**config.mk**
```make
export PLATFORM = sky130hd
export DESIGN_NAME = sram_like_arbiter
export DESIGN_NICKNAME = d
export VERILOG_FILES = /design/src/rtl/sram_like_arbiter_pkg.sv /design/src/rtl/sram_like_prio_sel.sv /design/src/rtl/sram_like_arbiter.sv
export SDC_FILE = /design/constraint.sdc
export NUM_CORES = 1
export LEC_CHECK = 0
export ABC_AREA = 1
export BUFFER_PORTS_ARGS = -buffer_cell sky130_fd_sc_hd__buf_2
export CORE_AREA = 2 2 118 120
export DETAILED_ROUTE_END_ITERATION = 16
export DIE_AREA = 0 0 120 122
export PLACE_DENSITY_LB_ADDON = 0.05
export SYNTH_ARGS = -nofsm -noshare
export SYNTH_HDL_FRONTEND = slang
export SYNTH_SLANG_ARGS = --single-unit
```
**constraint.sdc**
```tcl
create_clock -name clk -period 1.6 [get_ports clk]
set_input_delay 0.32 -clock clk [delete_from_list [all_inputs] [get_ports clk]]
set_output_delay 0.32 -clock clk [all_outputs]
set_load 0.01 [all_outputs]
```
**src/rtl/sram_like_arbiter_pkg.sv**
```systemverilog
// Shared encodings for the inst/data SRAM-like port arbiter.
// FSM states, owner identifiers and SRAM-like transfer sizes.
package sram_like_arbiter_pkg;

    typedef enum logic [1:0] {
        IDLE = 2'd0,
        ADDR = 2'd1,
        RESP = 2'd2
    } arb_state_e;

    typedef enum logic {
        OWN_INST = 1'b0,
        OWN_DATA = 1'b1
    } owner_e;

    localparam logic [1:0] BYTE = 2'd0;
    localparam logic [1:0] HALF = 2'd1;
    localparam logic [1:0] WORD = 2'd2;

    typedef struct packed {
        logic        wr;
        logic [1:0]  size;
        logic [31:0] addr;
        logic [31:0] wdata;
    } sram_req_t;

endpackage

```
**src/rtl/sram_like_prio_sel.sv**
```systemverilog
// Owner pick: data wins unless inst is waiting and the data run
// has reached its bound.
module sram_like_prio_sel
    import sram_like_arbiter_pkg::*;
(
    input  logic   inst_req_i,
    input  logic   data_req_i,
    input  logic   run_sat_i,
    output owner_e owner_o,
    output logic   any_req_o
);

    logic force_inst;

    assign force_inst = inst_req_i && run_sat_i;
    assign any_req_o  = inst_req_i || data_req_i;

    always_comb begin
        owner_o = OWN_INST;
        unique case (1'b1)
            (data_req_i && !force_inst): owner_o = OWN_DATA;
            default:                     owner_o = OWN_INST;
        endcase
    end

endmodule

```
**src/rtl/sram_like_arbiter.sv**
```systemverilog
// Shares one SRAM-like master port between the inst and data requesters,
// one transaction at a time, with a bounded data run to avoid fetch starvation.
module sram_like_arbiter
    import sram_like_arbiter_pkg::*;
#(
    parameter int unsigned MAX_DATA_RUN = 4,
    parameter int unsigned RUN_W        = 4
) (
    input  logic        clk,
    input  logic        resetn,

    input  logic        inst_req,
    input  logic        inst_wr,
    input  logic [1:0]  inst_size,
    input  logic [31:0] inst_addr,
    input  logic [31:0] inst_wdata,
    output logic        inst_addr_ok,
    output logic        inst_data_ok,
    output logic [31:0] inst_rdata,

    input  logic        data_req,
    input  logic        data_wr,
    input  logic [1:0]  data_size,
    input  logic [31:0] data_addr,
    input  logic [31:0] data_wdata,
    output logic        data_addr_ok,
    output logic        data_data_ok,
    output logic [31:0] data_rdata,

    output logic        req,
    output logic        wr,
    output logic [1:0]  size,
    output logic [31:0] addr,
    output logic [31:0] wdata,
    input  logic        addr_ok,
    input  logic        data_ok,
    input  logic [31:0] rdata
);

    localparam logic [RUN_W-1:0] RUN_MAX = RUN_W'(MAX_DATA_RUN);

    arb_state_e       state_q, state_d;
    owner_e           owner_q, owner_d;
    logic [RUN_W-1:0] run_q, run_d;

    owner_e    sel_owner;
    logic      any_req;
    logic      run_sat;
    logic      own_req;
    logic      aok;
    logic      dok;
    sram_req_t inst_bus;
    sram_req_t data_bus;
    sram_req_t own_bus;

    assign run_sat = (run_q == RUN_MAX);

    sram_like_prio_sel u_prio_sel (
        .inst_req_i (inst_req),
        .data_req_i (data_req),
        .run_sat_i  (run_sat),
        .owner_o    (sel_owner),
        .any_req_o  (any_req)
    );

    assign inst_bus = '{wr: inst_wr, size: inst_size,
                        addr: inst_addr, wdata: inst_wdata};
    assign data_bus = '{wr: data_wr, size: data_size,
                        addr: data_addr, wdata: data_wdata};

    assign own_bus = (owner_q == OWN_DATA) ? data_bus : inst_bus;
    assign own_req = (owner_q == OWN_DATA) ? data_req : inst_req;

    assign wr    = own_bus.wr;
    assign size  = own_bus.size;
    assign addr  = own_bus.addr;
    assign wdata = own_bus.wdata;

    // Read data is not qualified; consumers only look at it with data_ok.
    assign inst_rdata = rdata;
    assign data_rdata = rdata;

    always_comb begin
        state_d = state_q;
        owner_d = owner_q;
        run_d   = run_q;
        req     = 1'b0;
        aok     = 1'b0;
        dok     = 1'b0;
        unique case (state_q)
            IDLE: begin
                if (any_req) begin
                    owner_d = sel_owner;
                    state_d = ADDR;
                    if (sel_owner == OWN_DATA && inst_req) begin
                        run_d = (run_q >= RUN_MAX) ? RUN_MAX
                                                   : run_q + RUN_W'(1);
                    end else begin
                        run_d = '0;
                    end
                end
            end
            ADDR: begin
                req = own_req;
                aok = addr_ok && own_req;
                if (!own_req) begin
                    state_d = IDLE;
                end else if (addr_ok) begin
                    dok     = data_ok;
                    state_d = data_ok ? IDLE : RESP;
                end
            end
            RESP: begin
                dok = data_ok;
                if (data_ok) begin
                    state_d = IDLE;
                end
            end
            default: begin
                state_d = IDLE;
            end
        endcase
    end

    assign inst_addr_ok = aok && (owner_q == OWN_INST);
    assign data_addr_ok = aok && (owner_q == OWN_DATA);
    assign inst_data_ok = dok && (owner_q == OWN_INST);
    assign data_data_ok = dok && (owner_q == OWN_DATA);

    always_ff @(posedge clk or negedge resetn) begin
        if (!resetn) begin
            state_q <= IDLE;
            owner_q <= OWN_INST;
            run_q   <= '0;
        end else begin
            state_q <= state_d;
            owner_q <= owner_d;
            run_q   <= run_d;
        end
    end

endmodule

```
# --- Yosys cells after proc, flatten, opt, wreduce, memory -nomap -nowiden ---
# Index checks and enable logic that the tools add are counted.
classes:
  n_lt_le_gt_ge: 1
  n_eq_ne: 6
  bitwise: 1
  n_mux: 16
  n_addsub: 1
  n_reduce_logical: 13
op_table:
  columns: ["op", "count"]
  rows:
  - ["$mux W67", 1]
  - ["$mux W2", 5]
  - ["$logic_and A1 B1 Y1", 8]
  - ["$mux W4", 2]
  - ["$mux W1", 6]
  - ["$pmux W2 S3", 1]
  - ["$add A4 B1 Y4 const B", 1]
  - ["$eq A4 B3 Y1 const B", 1]
  - ["$ge A4 B3 Y1 const B", 1]
  - ["$ne A2 B2 Y1 const B", 2]
  - ["$ne A3 B3 Y1 const B", 1]
  - ["$reduce_and A3 Y1", 1]
  - ["$eq A2 B1 Y1 const B", 1]
  - ["$eq A2 B2 Y1 const B", 1]
  - ["$logic_not A2 Y1", 1]
  - ["$pmux W1 S2", 1]
  - ["$reduce_and A2 Y1", 1]
  - ["$logic_not A1 Y1", 1]
  - ["$logic_or A1 B1 Y1", 1]
  - ["$not A1 Y1", 1]
word_totals:
  elab_cells: 41
  output_inout_bits: 136
  reg_bits: 7

# --- Longest topological paths before layout ---
# Gate-level depths: netlist (run 1).
depth:
  ltp_word: 7
  depth_mapped: 8
  ltp_nobuf: 8

# --- Cells and area by module ---
# Synthesis (run 1) repeated with hierarchy kept, for this count alone.
unflattened:
  hier_cells: 352
  area_unflattened_um2: 1824.2
by_module_without_submodules:
  columns: ["mod", "cells_each", "n_inst", "seq_area_each_um2", "area_per_inst_um2"]
  rows:
  - ["sram_like_arbiter", 349, 1, 175.2, 1809.2]
  - ["sram_like_prio_sel", 3, 1, 0.0, 15.0]

# --- Worst setup path after synthesis (run 1) ---
# No wires, ideal clock.
synth_path:
  kind: "flip-flop to output port"
  from: "reg owner_q"
  to: "out data_data_ok"
  arrival_ps: 1008
  stages_incl_launch_ff: 9
  required_ps: 1280
  path_slack_ps: 272
  cell_sequence: "dfrtp_1 > buf_6 > inv_4 > nand2_2 > nand2_2 > nand3_2 > nand2_1 > nand2_1 > nor2_1"
synth_via:
  elab_chain_len: 4
synth_rtl:
  columns: ["item", "line_no", "text"]
  rows:
  - ["start, declared", "sram_like_arbiter.sv:43", "owner_e owner_q, owner_d;"]
  - ["start signal, assigned", "sram_like_arbiter.sv:137", "owner_q <= owner_d;"]
  - ["$mux W1", "sram_like_arbiter.sv:72", "assign own_req = (owner_q == OWN_DATA) ? data_req : inst_req;"]
  - ["$mux W1", "sram_like_arbiter.sv:106", "if (!own_req) begin"]
  - ["$pmux W1 S2", "sram_like_arbiter.sv:90", "unique case (state_q)"]
  - ["$logic_and A1 B1 Y1 (*)", "sram_like_arbiter.sv:128", "assign data_data_ok = dok && (owner_q == OWN_DATA);"]
  - ["end, declared", "sram_like_arbiter.sv:27", "output logic data_data_ok,"]
# Mark *: on every way between the ends. The rest lies on a longest branch, timed or not.

# --- Worst setup path after layout (run 1) ---
layout_path:
  from: "reg state_q[1]"
  to: "out data_addr_ok"
layout_via:
  elab_chain_len: 3
layout_rtl:
  columns: ["item", "line_no", "text"]
  rows:
  - ["start, declared", "sram_like_arbiter.sv:42", "arb_state_e state_q, state_d;"]
  - ["start signal, assigned", "sram_like_arbiter.sv:136", "state_q <= state_d;"]
  - ["$eq A2 B1 Y1", "sram_like_arbiter.sv:90", null]
  - ["$mux W1", "sram_like_arbiter.sv:90", null]
  - ["$logic_and A1 B1 Y1", "sram_like_arbiter.sv:126", "assign data_addr_ok = aok && (owner_q == OWN_DATA);"]
  - ["end, declared", "sram_like_arbiter.sv:26", "output logic data_addr_ok,"]
# No other way between the ends.

==> flow_metrics.py, run 1 <==
metrics = {
    "power_and_ir_drop": {
        "ir_drop_v": 0.000428,
        "power_density_mw_per_mm2": 1420,
        "p_leak_nw": 1.87,
        "power_w": 0.00410,
    },
    "synthesis": {
        "synth_fp_nets": 528,
        "synth.largest_area_cell": "nand2_1",
        "yosys.area.top_type_share_pct": 45.4,
        "seq_area_frac_synth_pct": 9.64,
        "ys_async_sr_fraction_pct": 100,
        "yosys-top-cells-count": "220 x nand2_1, 66 x buf_4, 12 x buf_2, 12 x inv_1, 12 x nor2_1",
        "synthCells": 351,
        "synthFlopType": "dfrtp_1",
        "synth_edf_count": 0,
        "avgSynthCellArea_um2": 5.18,
        "yosysWarnings": 0,
        "synth_most_common_cell": "nand2_1",
        "syn-cell-area_mm2": 0.00182,
        "synth_cell_type_count": 19,
        "synthTopCellsByArea": "nand2_1 45%, buf_4 27%, dfrtp_1 9.6%, ha_1 3.4%, buf_2 3.3%",
        "synth-seq-cells": 7,
    },
    "sta": {
        "final.setup.tns_ns": -0.114,
        "fmax_mhz": 608,
        "setup_violations": 3,
        "tightest_slew_ns": 0.257,
        "slew_viol_final": 0,
        "post-route-period-util_pct": 103,
        "final.min_clock_period_ns": 1.64,
        "rsz0062_at_grt": "true",
        "fin_skew_ns": 0.00225,
        "worst_slack_ns": -0.0440,
        "relSlewSlack_pct": 82.9,
        "hold_violations": 0,
    },
    "detailed_routing": {
        "drcViolationCount": 0,
        "drt_iter0_markers": 39,
        "first_pass_iters": 4,
        "vias": 2441,
        "ant_nets": 0,
        "via_per_inst": 3.58,
        "wl_per_cell_um": 11.5,
        "wirelength_um": 7840,
    },
    "finish": {
        "utilization_pct": 21.3,
        "syn2layout_area_growth_pct": 58.3,
        "nets": 679,
        "drive_gt1_share_pct": 49.3,
        "diodes": 0,
        "fin_area_mm2": 0.00288,
    },
    "worst_setup_path": {
        "cp-start-kind": "flop",
        "crit_fanout": 4,
        "critPathRequiredTime_ns": 1.28,
        "path_cells": "inv_2 -> ha_4 -> nand3_4 -> buf_4 -> nor2_2 -> buf_2",
        "reg2reg_from": "state_q[0]$_DFFE_PN0P_",
        "end_kind": "output port",
        "path_class": "flop to output port",
        "rrSetupSlack_ns": 0.34,
        "cp.arrival_ns": 1.32,
        "cpMaxStageDelayCell": "dfrtp_1",
        "rr_worst_depth": 8,
        "r2r-end": "state_q[1]$_DFFE_PN0P_",
        "critical_path.max_stage_delay_ns": 0.39,
    },
    "hold_path": {
        "hold_end": "state_q[1]$_DFFE_PN0P_",
        "hold_start": "data_ok",
        "hold_path.class": "primary input to flop",
        "min_path_cells": 4,
    },
    "clock_network": {
        "clk_latency_ns": 0.23,
        "root_buffer": "clkbuf_16",
        "clockBufferDepth": 2,
        "tritoncts": "done",
        "h-tree-depth": 1,
        "clk_pin_slew_ns": 0.04,
        "cts.sinks": 7,
        "numCtsBuffers": 3,
    },
    "floorplan": {
        "dieArea_mm2": 0.0146,
        "io_pins": 308,
        "die_h_um": 122,
        "die_x_um": 120,
        "initial_core_util_pct": 13.5,
        "rows": 43,
        "core_area_mm2": 0.0135,
    },
    "outcome": {
        "violations": "negative setup slack",
        "status": "finished, violations left",
    },
    "job": {
        "maxCapViolCount": 0,
    },
    "global_routing": {
        "overflow": 0,
        "antenna_found_initial": 0,
        "grt_max_degree": 34,
        "grt_pass1_wl_um": 11500,
        "first_global_vias": 2245,
        "track_usage_pct": 9.67,
    },
    "placed_design": {
        "hpwl_um": 6460,
        "portBuffers": 211,
        "dpl_cell_area_mm2": 0.00260,
        "place.gp.congestion": 0.698,
    },
}
[critical path: cells and delay by family, from the launching register on]
| kind | cells | cell delay [ns] |
|---|---|---|
| adders and majority gates | 1 | 0.15 |
| buffers and inverters | 3 | 0.39 |
| DFF | 1 | 0.39 |
| and+or+nand+nor | 2 | 0.16 |
[final cells by class]
type                       count  area [um2]
fill                        1601       10600
timing repair buffer         225        1260
multi-input combinational    252        1080
tap                          180         225
sequential                     7         176
clock buffer                   4        78.8
inverter                      13        51.3
[report_power, final]
group          switching (W)  internal [W]
logic                0.00193       0.00146
clock network      0.0000985      0.000332
registers          0.0000512      0.000232
total                0.00208       0.00202
[registers in the layout, summed over array words and instances, names as in the netlist]
signal and cells:
run_q 4, state_q 2, owner_q 1
[cell families after synthesis]
logic type	synth area share [%]
fa+ha+maj	3.44
simple gates	50.7
compound gates	2.20
buf+inv	34.0
flops	9.64
[layout by cell type (no fill, tap or decap), types with 2 or more instances in the layout]
cell         n
clkbuf_16    3
nand2_2      6
inv_2        4
dfrtp_1      6
nand3_1      3
nand2_4      2
buf_6        8
buf_4        5
buf_2      207
buf_12       3
ha_1         3
inv_1        8
ha_4         2
nand2_1    214
o21ai_0      3
nor2_1      11
[timing repair]
item                                    CTS  global route
pin swaps                                 5             5
endpoints found under the setup margin   39            69
gates resized for setup                  20             9
hold endpoints to repair                  7             0
hold buffers                              1             0
gates cloned                              1             0
setup buffers                             5             2
[through the flow]
step | worst slack (ns) | hold slack [ns] | std cells
CTS | -0.0559 | 0.378 | 679
finish | -0.0440 | 0.391 | 681
floorplan | 0.272 | 0.0244 | 351
detailed placement | 0.112 | 0.182 | 668
global route | -0.110 | 0.414 | 681
global placement | 0.124 | 0.181 | 668
[worst max path at each step]
| stage | startpoint | depth (start not counted) | to |
|---|---|---|---|
| 2_1_floorplan | owner_q$_DFFE_PN0P_ | 8 | data_data_ok |
| 3_3_place_gp | state_q[1]$_DFFE_PN0P_ | 7 | data_data_ok |
| 6_report | state_q[1]$_DFFE_PN0P_ | 6 | data_addr_ok |
| 4_1_cts | owner_q$_DFFE_PN0P_ | 8 | inst_data_ok |
| 5_1_grt | state_q[0]$_DFFE_PN0P_ | 7 | data_data_ok |
| 3_5_place_dp | state_q[1]$_DFFE_PN0P_ | 7 | inst_data_ok |
[routing by layer]
metal	routed length, um	GRT usage, %	vias up	share of wire, %
met4	78	1.91	0	0.99
met3	734	3.14	15	9.4
met1	3020	10.8	1013	38
li1	-	-	1282	-
met2	4010	18.0	131	51
met5	0	0	-	0
Note: power is estimated with default switching activity, not from simulation.
==> run 2, diff against run 1 <==
--- a/config.mk
+++ b/config.mk
@@ -10,7 +10,10 @@
 export CORE_AREA = 2 2 118 120
 export DETAILED_ROUTE_END_ITERATION = 16
 export DIE_AREA = 0 0 120 122
+export GPL_TIMING_DRIVEN = 0
 export PLACE_DENSITY_LB_ADDON = 0.05
+export RECOVER_POWER = 100
+export SKIP_LAST_GASP = 1
 export SYNTH_ARGS = -nofsm -noshare
 export SYNTH_HDL_FRONTEND = slang
 export SYNTH_SLANG_ARGS = --single-unit
==> flow_metrics.py, run 2 (same netlist as run 1, synthesis figures left out) <==
metrics = {
    "worst_setup_path": {
        "critPathRequiredTime_ns": 1.28,
        "crit_fanout": 3,
        "cp.arrival_ns": 1.35,
        "crit_path_end": "data_addr_ok",
        "r2r-end": "state_q[1]$_DFFE_PN0P_",
        "rr_worst_depth": 8,
        "critPathLaunch": "state_q[1]$_DFFE_PN0P_",
        "cp-start-kind": "flop",
        "rrSetupSlack_ns": 0.31,
        "end_kind": "output port",
        "reg2reg_from": "state_q[0]$_DFFE_PN0P_",
        "path_class": "flop to output port",
    },
    "clock_network": {
        "cts.sinks": 7,
        "root_buffer": "clkbuf_16",
        "clockBufferDepth": 2,
        "tritoncts": "done",
        "clk_latency_ns": 0.23,
        "h-tree-depth": 1,
        "clk_pin_slew_ns": 0.03,
        "numCtsBuffers": 3,
    },
    "detailed_routing": {
        "ant_nets": 0,
        "vias": 2933,
        "first_pass_iters": 4,
        "wirelength_um": 10000,
        "wl_per_cell_um": 12.2,
        "via_per_inst": 3.57,
        "drt_iter0_markers": 98,
        "drcViolationCount": 0,
    },
    "placed_design": {
        "portBuffers": 275,
        "dp_cells": 806,
        "place.gp.congestion": 0.784,
        "dpl_cell_area_mm2": 0.00342,
        "hpwl_um": 8430,
    },
    "power_and_ir_drop": {
        "power_w": 0.00506,
        "power_density_mw_per_mm2": 1280,
        "ir_drop_v": 0.000469,
        "p_leak_nw": 2.40,
    },
    "sta": {
        "worst_slack_ns": -0.0668,
        "hold_violations": 0,
        "fin_skew_ns": 0.00507,
        "fmax_mhz": 600,
        "slew_viol_final": 0,
        "fin_worst_hold_slack_ns": 0.411,
        "setup_violations": 10,
        "post-route-period-util_pct": 104,
        "final.min_clock_period_ns": 1.67,
        "relSlewSlack_pct": 71.8,
        "tightest_slew_ns": 0.424,
        "rsz0062_at_grt": "true",
        "final.setup.tns_ns": -0.263,
    },
    "floorplan": {
        "core_area_mm2": 0.0135,
        "initial_core_util_pct": 13.5,
        "die_h_um": 122,
        "rows": 43,
        "die_x_um": 120,
        "dieArea_mm2": 0.0146,
        "io_pins": 308,
    },
    "finish": {
        "syn2layout_area_growth_pct": 117,
        "largest_reg_flops": 4,
        "final_cell_mix": "204 x buf_2, 184 x nand2_1, 70 x buf_4",
        "nets": 820,
        "final_common_cell": "buf_2",
        "instances_no_fill": 822,
        "fin_area_mm2": 0.00394,
        "drive_gt1_share_pct": 54.4,
        "diodes": 0,
        "top_register": "run_q",
        "top_regs": "run_q x4, state_q x2, owner_q x1",
    },
    "outcome": {
        "violations": "negative setup slack",
        "status": "finished, violations left",
    },
    "global_routing": {
        "grt_max_degree": 11,
        "grt_pass1_wl_um": 13700,
        "antenna_found_initial": 0,
        "overflow": 0,
        "track_usage_pct": 11.8,
        "first_global_vias": 2513,
    },
    "job": {
        "maxCapViolCount": 0,
    },
    "hold_path": {
        "hold_path.class": "primary input to flop",
    },
}
[run 2: repair_timing]
action                                  in CTS  in global routing
setup buffers                                5                  3
hold buffers                                 1                  0
cloned                                       1                  2
endpoints found under the setup margin      71                 72
gates resized for setup                     44                 56
hold endpoints to repair                     7                  0
pin swaps                                    5                  9
[run 2: routing by layer]
| metal | part of all wire (%) | track usage (%) | routed length, um |
|---|---|---|---|
| met5 | 0 | 0 | 0 |
| met1 | 36 | 12.9 | 3620 |
| met2 | 56 | 24.2 | 5590 |
| met4 | 0.090 | 0.882 | 9 |
| met3 | 8.3 | 2.34 | 832 |
[run 2: final cells by class]
type                            count  area (um2)
Sequential cell                     7         175
Inverter                           13        61.3
Multi-Input combinational cell    252        1220
Fill cell                        1571        9570
Buffer                             79         647
Clock buffer                        4        78.8
Timing Repair Buffer              287        1530
Tap cell                          180         225
[run 2: worst min path at each step]
stage / cells past startpoint / slack (ns) / to / start
finish: 3 / 0.41 / owner_q$_DFFE_PN0P_ / data_req
global route: 3 / 0.46 / owner_q$_DFFE_PN0P_ / data_req
CTS: 4 / 0.40 / state_q[1]$_DFFE_PN0P_ / data_ok
detailed placement: 1 / 0.17 / run_q[3]$_DFFE_PN0P_ / resetn
global placement: 1 / 0.17 / run_q[2]$_DFFE_PN0P_ / resetn
floorplan: 0 / 0.02 / owner_q$_DFFE_PN0P_ / resetn
[run 2: critical path, stage by stage (launching register included)]
cell and delay, ns:
dfrtp_1 0.37, inv_1 0.14, ha_4 0.18, nand3_4 0.08, buf_4 0.14, nor2_1 0.08, buf_2 0.14
[run 2: where the power goes]
part	internal [W]	switching, W	total, W
registers	0.000229	0.0000428	0.000272
clock network	0.000332	0.0000937	0.000425
logic	0.00205	0.00231	0.00436
total	0.00262	0.00244	0.00506
[run 2: metrics by stage]
stage	util, %	setup WS, ns
6_report	29.2	-0.0668
3_3_place_gp	25.3	-0.0458
5_1_grt	29.2	-0.139
4_1_cts	27.6	-0.0979
3_5_place_dp	25.3	-0.0546
2_1_floorplan	-	0.272
==> run 3, diff against run 2 <==
--- a/config.mk
+++ b/config.mk
@@ -11,8 +11,8 @@
 export DETAILED_ROUTE_END_ITERATION = 16
 export DIE_AREA = 0 0 120 122
 export GPL_TIMING_DRIVEN = 0
+export HOLD_SLACK_MARGIN = 0.05
 export PLACE_DENSITY_LB_ADDON = 0.05
-export RECOVER_POWER = 100
 export SKIP_LAST_GASP = 1
 export SYNTH_ARGS = -nofsm -noshare
 export SYNTH_HDL_FRONTEND = slang
==> flow_metrics.py, run 3 (same netlist as run 1, synthesis figures left out) <==
metrics = {
    "worst_setup_path": {
        "critPathRequiredTime_ns": 1.28,
        "path_cells": "inv_1 -> ha_4 -> nand3_4 -> buf_4 -> nor2_1 -> buf_2",
        "cpMaxStageDelayCell": "dfrtp_1",
        "critical_path.max_stage_delay_ns": 0.37,
        "end_kind": "output port",
        "path_class": "flop to output port",
        "rr_worst_depth": 8,
        "crit_fanout": 3,
        "cp.arrival_ns": 1.35,
        "r2r-end": "state_q[1]$_DFFE_PN0P_",
        "cp-start-kind": "flop",
        "rrSetupSlack_ns": 0.31,
        "reg2reg_from": "state_q[0]$_DFFE_PN0P_",
    },
    "sta": {
        "setup_violations": 12,
        "slew_viol_final": 0,
        "tightest_slew_ns": 0.250,
        "hold_violations": 0,
        "relSlewSlack_pct": 83.3,
        "final.min_clock_period_ns": 1.67,
        "worst_slack_ns": -0.0668,
        "fin_skew_ns": 0.00507,
        "fmax_mhz": 600,
        "post-route-period-util_pct": 104,
        "rsz0062_at_grt": "true",
    },
    "hold_path": {
        "hold_start": "data_req",
        "hold_end": "owner_q$_DFFE_PN0P_",
        "hold_path.class": "primary input to flop",
        "min_path_cells": 3,
    },
    "detailed_routing": {
        "drt_iter0_markers": 91,
        "via_per_inst": 3.57,
        "first_pass_iters": 4,
        "wirelength_um": 9950,
        "drcViolationCount": 0,
        "wl_per_cell_um": 12.1,
        "vias": 2932,
        "ant_nets": 0,
    },
    "floorplan": {
        "rows": 43,
        "core_area_mm2": 0.0135,
        "dieArea_mm2": 0.0146,
        "initial_core_util_pct": 13.5,
        "io_pins": 308,
        "die_x_um": 120,
        "die_h_um": 122,
    },
    "clock_network": {
        "tritoncts": "done",
        "cts.sinks": 7,
        "numCtsBuffers": 3,
        "root_buffer": "clkbuf_16",
        "clockBufferDepth": 2,
        "h-tree-depth": 1,
        "clk_pin_slew_ns": 0.03,
        "clk_latency_ns": 0.23,
    },
    "placed_design": {
        "hpwl_um": 8430,
        "dp_cells": 806,
        "pre_cts_ws_ns": -0.0546,
        "portBuffers": 275,
        "place.gp.congestion": 0.784,
    },
    "global_routing": {
        "grt_pass1_wl_um": 13700,
        "overflow": 0,
        "track_usage_pct": 11.8,
        "first_global_vias": 2513,
        "grt_max_degree": 11,
        "antenna_found_initial": 0,
    },
    "outcome": {
        "violations": "negative setup slack",
        "status": "finished, violations left",
    },
    "finish": {
        "final_common_cell": "buf_2",
        "instances_no_fill": 822,
        "top_register": "run_q",
        "final_cell_mix": "269 x buf_2, 184 x nand2_1, 70 x buf_4",
        "top_regs": "run_q x4, state_q x2, owner_q x1",
        "n_fill_cell": 1533,
        "largest_reg_flops": 4,
        "drive_gt1_share_pct": 64.5,
        "nets": 820,
        "syn2layout_area_growth_pct": 121,
        "diodes": 0,
    },
    "power_and_ir_drop": {
        "ir_drop_v": 0.000470,
        "p_leak_nw": 2.58,
        "power_w": 0.00508,
        "power_density_mw_per_mm2": 1260,
    },
    "job": {
        "maxCapViolCount": 0,
    },
}
## run 3: worst max path at each step
stage / startpoint / to / slack (ns) / cells after the start
6_report: state_q[1]$_DFFE_PN0P_ / data_addr_ok / -0.07 / 6
2_1_floorplan: owner_q$_DFFE_PN0P_ / data_data_ok / 0.27 / 8
4_1_cts: owner_q$_DFFE_PN0P_ / data_data_ok / -0.1 / 9
3_5_place_dp: owner_q$_DFFE_PN0P_ / addr[16] / -0.05 / 7
3_3_place_gp: owner_q$_DFFE_PN0P_ / addr[16] / -0.05 / 7
5_1_grt: owner_q$_DFFE_PN0P_ / data_data_ok / -0.14 / 9
## run 3: area by class of cell
cell class / instances / area [um2] / area share, %
clock buffer: 4 / 78.8 / 1.96
tap: 180 / 225 / 5.60
timing repair buffer: 287 / 1610 / 40.2
buffer: 79 / 647 / 16.1
sequential: 7 / 175 / 4.36
multi-input combinational: 252 / 1220 / 30.3
inverter: 13 / 61.3 / 1.53
## run 3: metal layers
layer | up-vias | part of all wire, % | GRT usage, %
met2 | 137 | 56 | 24.2
met5 | - | 0 | 0
met1 | 1230 | 35 | 12.9
met4 | 0 | 0.090 | 0.882
li1 | 1563 | - | -
met3 | 2 | 8.3 | 2.34
## run 3: timing repair
action | 4_1_cts | 5_1_grt
resized for setup | 44 | 56
setup buffers | 5 | 3
endpoints found under the setup margin | 71 | 72
pin swaps | 5 | 9
hold endpoints to repair | 7 | 0
hold buffers | 1 | 0
cloned | 1 | 2
## run 3: critical path, delay by kind of cell, from the launching register on
kind | cells | cell delay, ns
adders and majority gates | 1 | 0.18
buffers and inverters | 3 | 0.42
DFF | 1 | 0.37
and+or+nand+nor | 2 | 0.16
## run 3: power breakdown
part           total (W)  internal [W]  switching, W
Sequential      0.000272      0.000229     0.0000428
Combinational    0.00438       0.00208       0.00230
Clock           0.000425      0.000332     0.0000937
Total            0.00508       0.00264       0.00244
## run 3: per-stage QoR
| stage | area [um2] | util (%) | TNS [ns] | hold WS [ns] |
|---|---|---|---|---|
| finish | 4020 | 29.8 | -0.268 | 0.411 |
| global route | 4020 | 29.8 | -5.38 | 0.464 |
| CTS | 3730 | 27.6 | -2.09 | 0.397 |
| detailed placement | 3420 | 25.3 | -0.222 | 0.170 |
| global placement | 3420 | 25.3 | -0.0913 | 0.165 |
| floorplan | 1820 | - | 0 | 0.0244 |
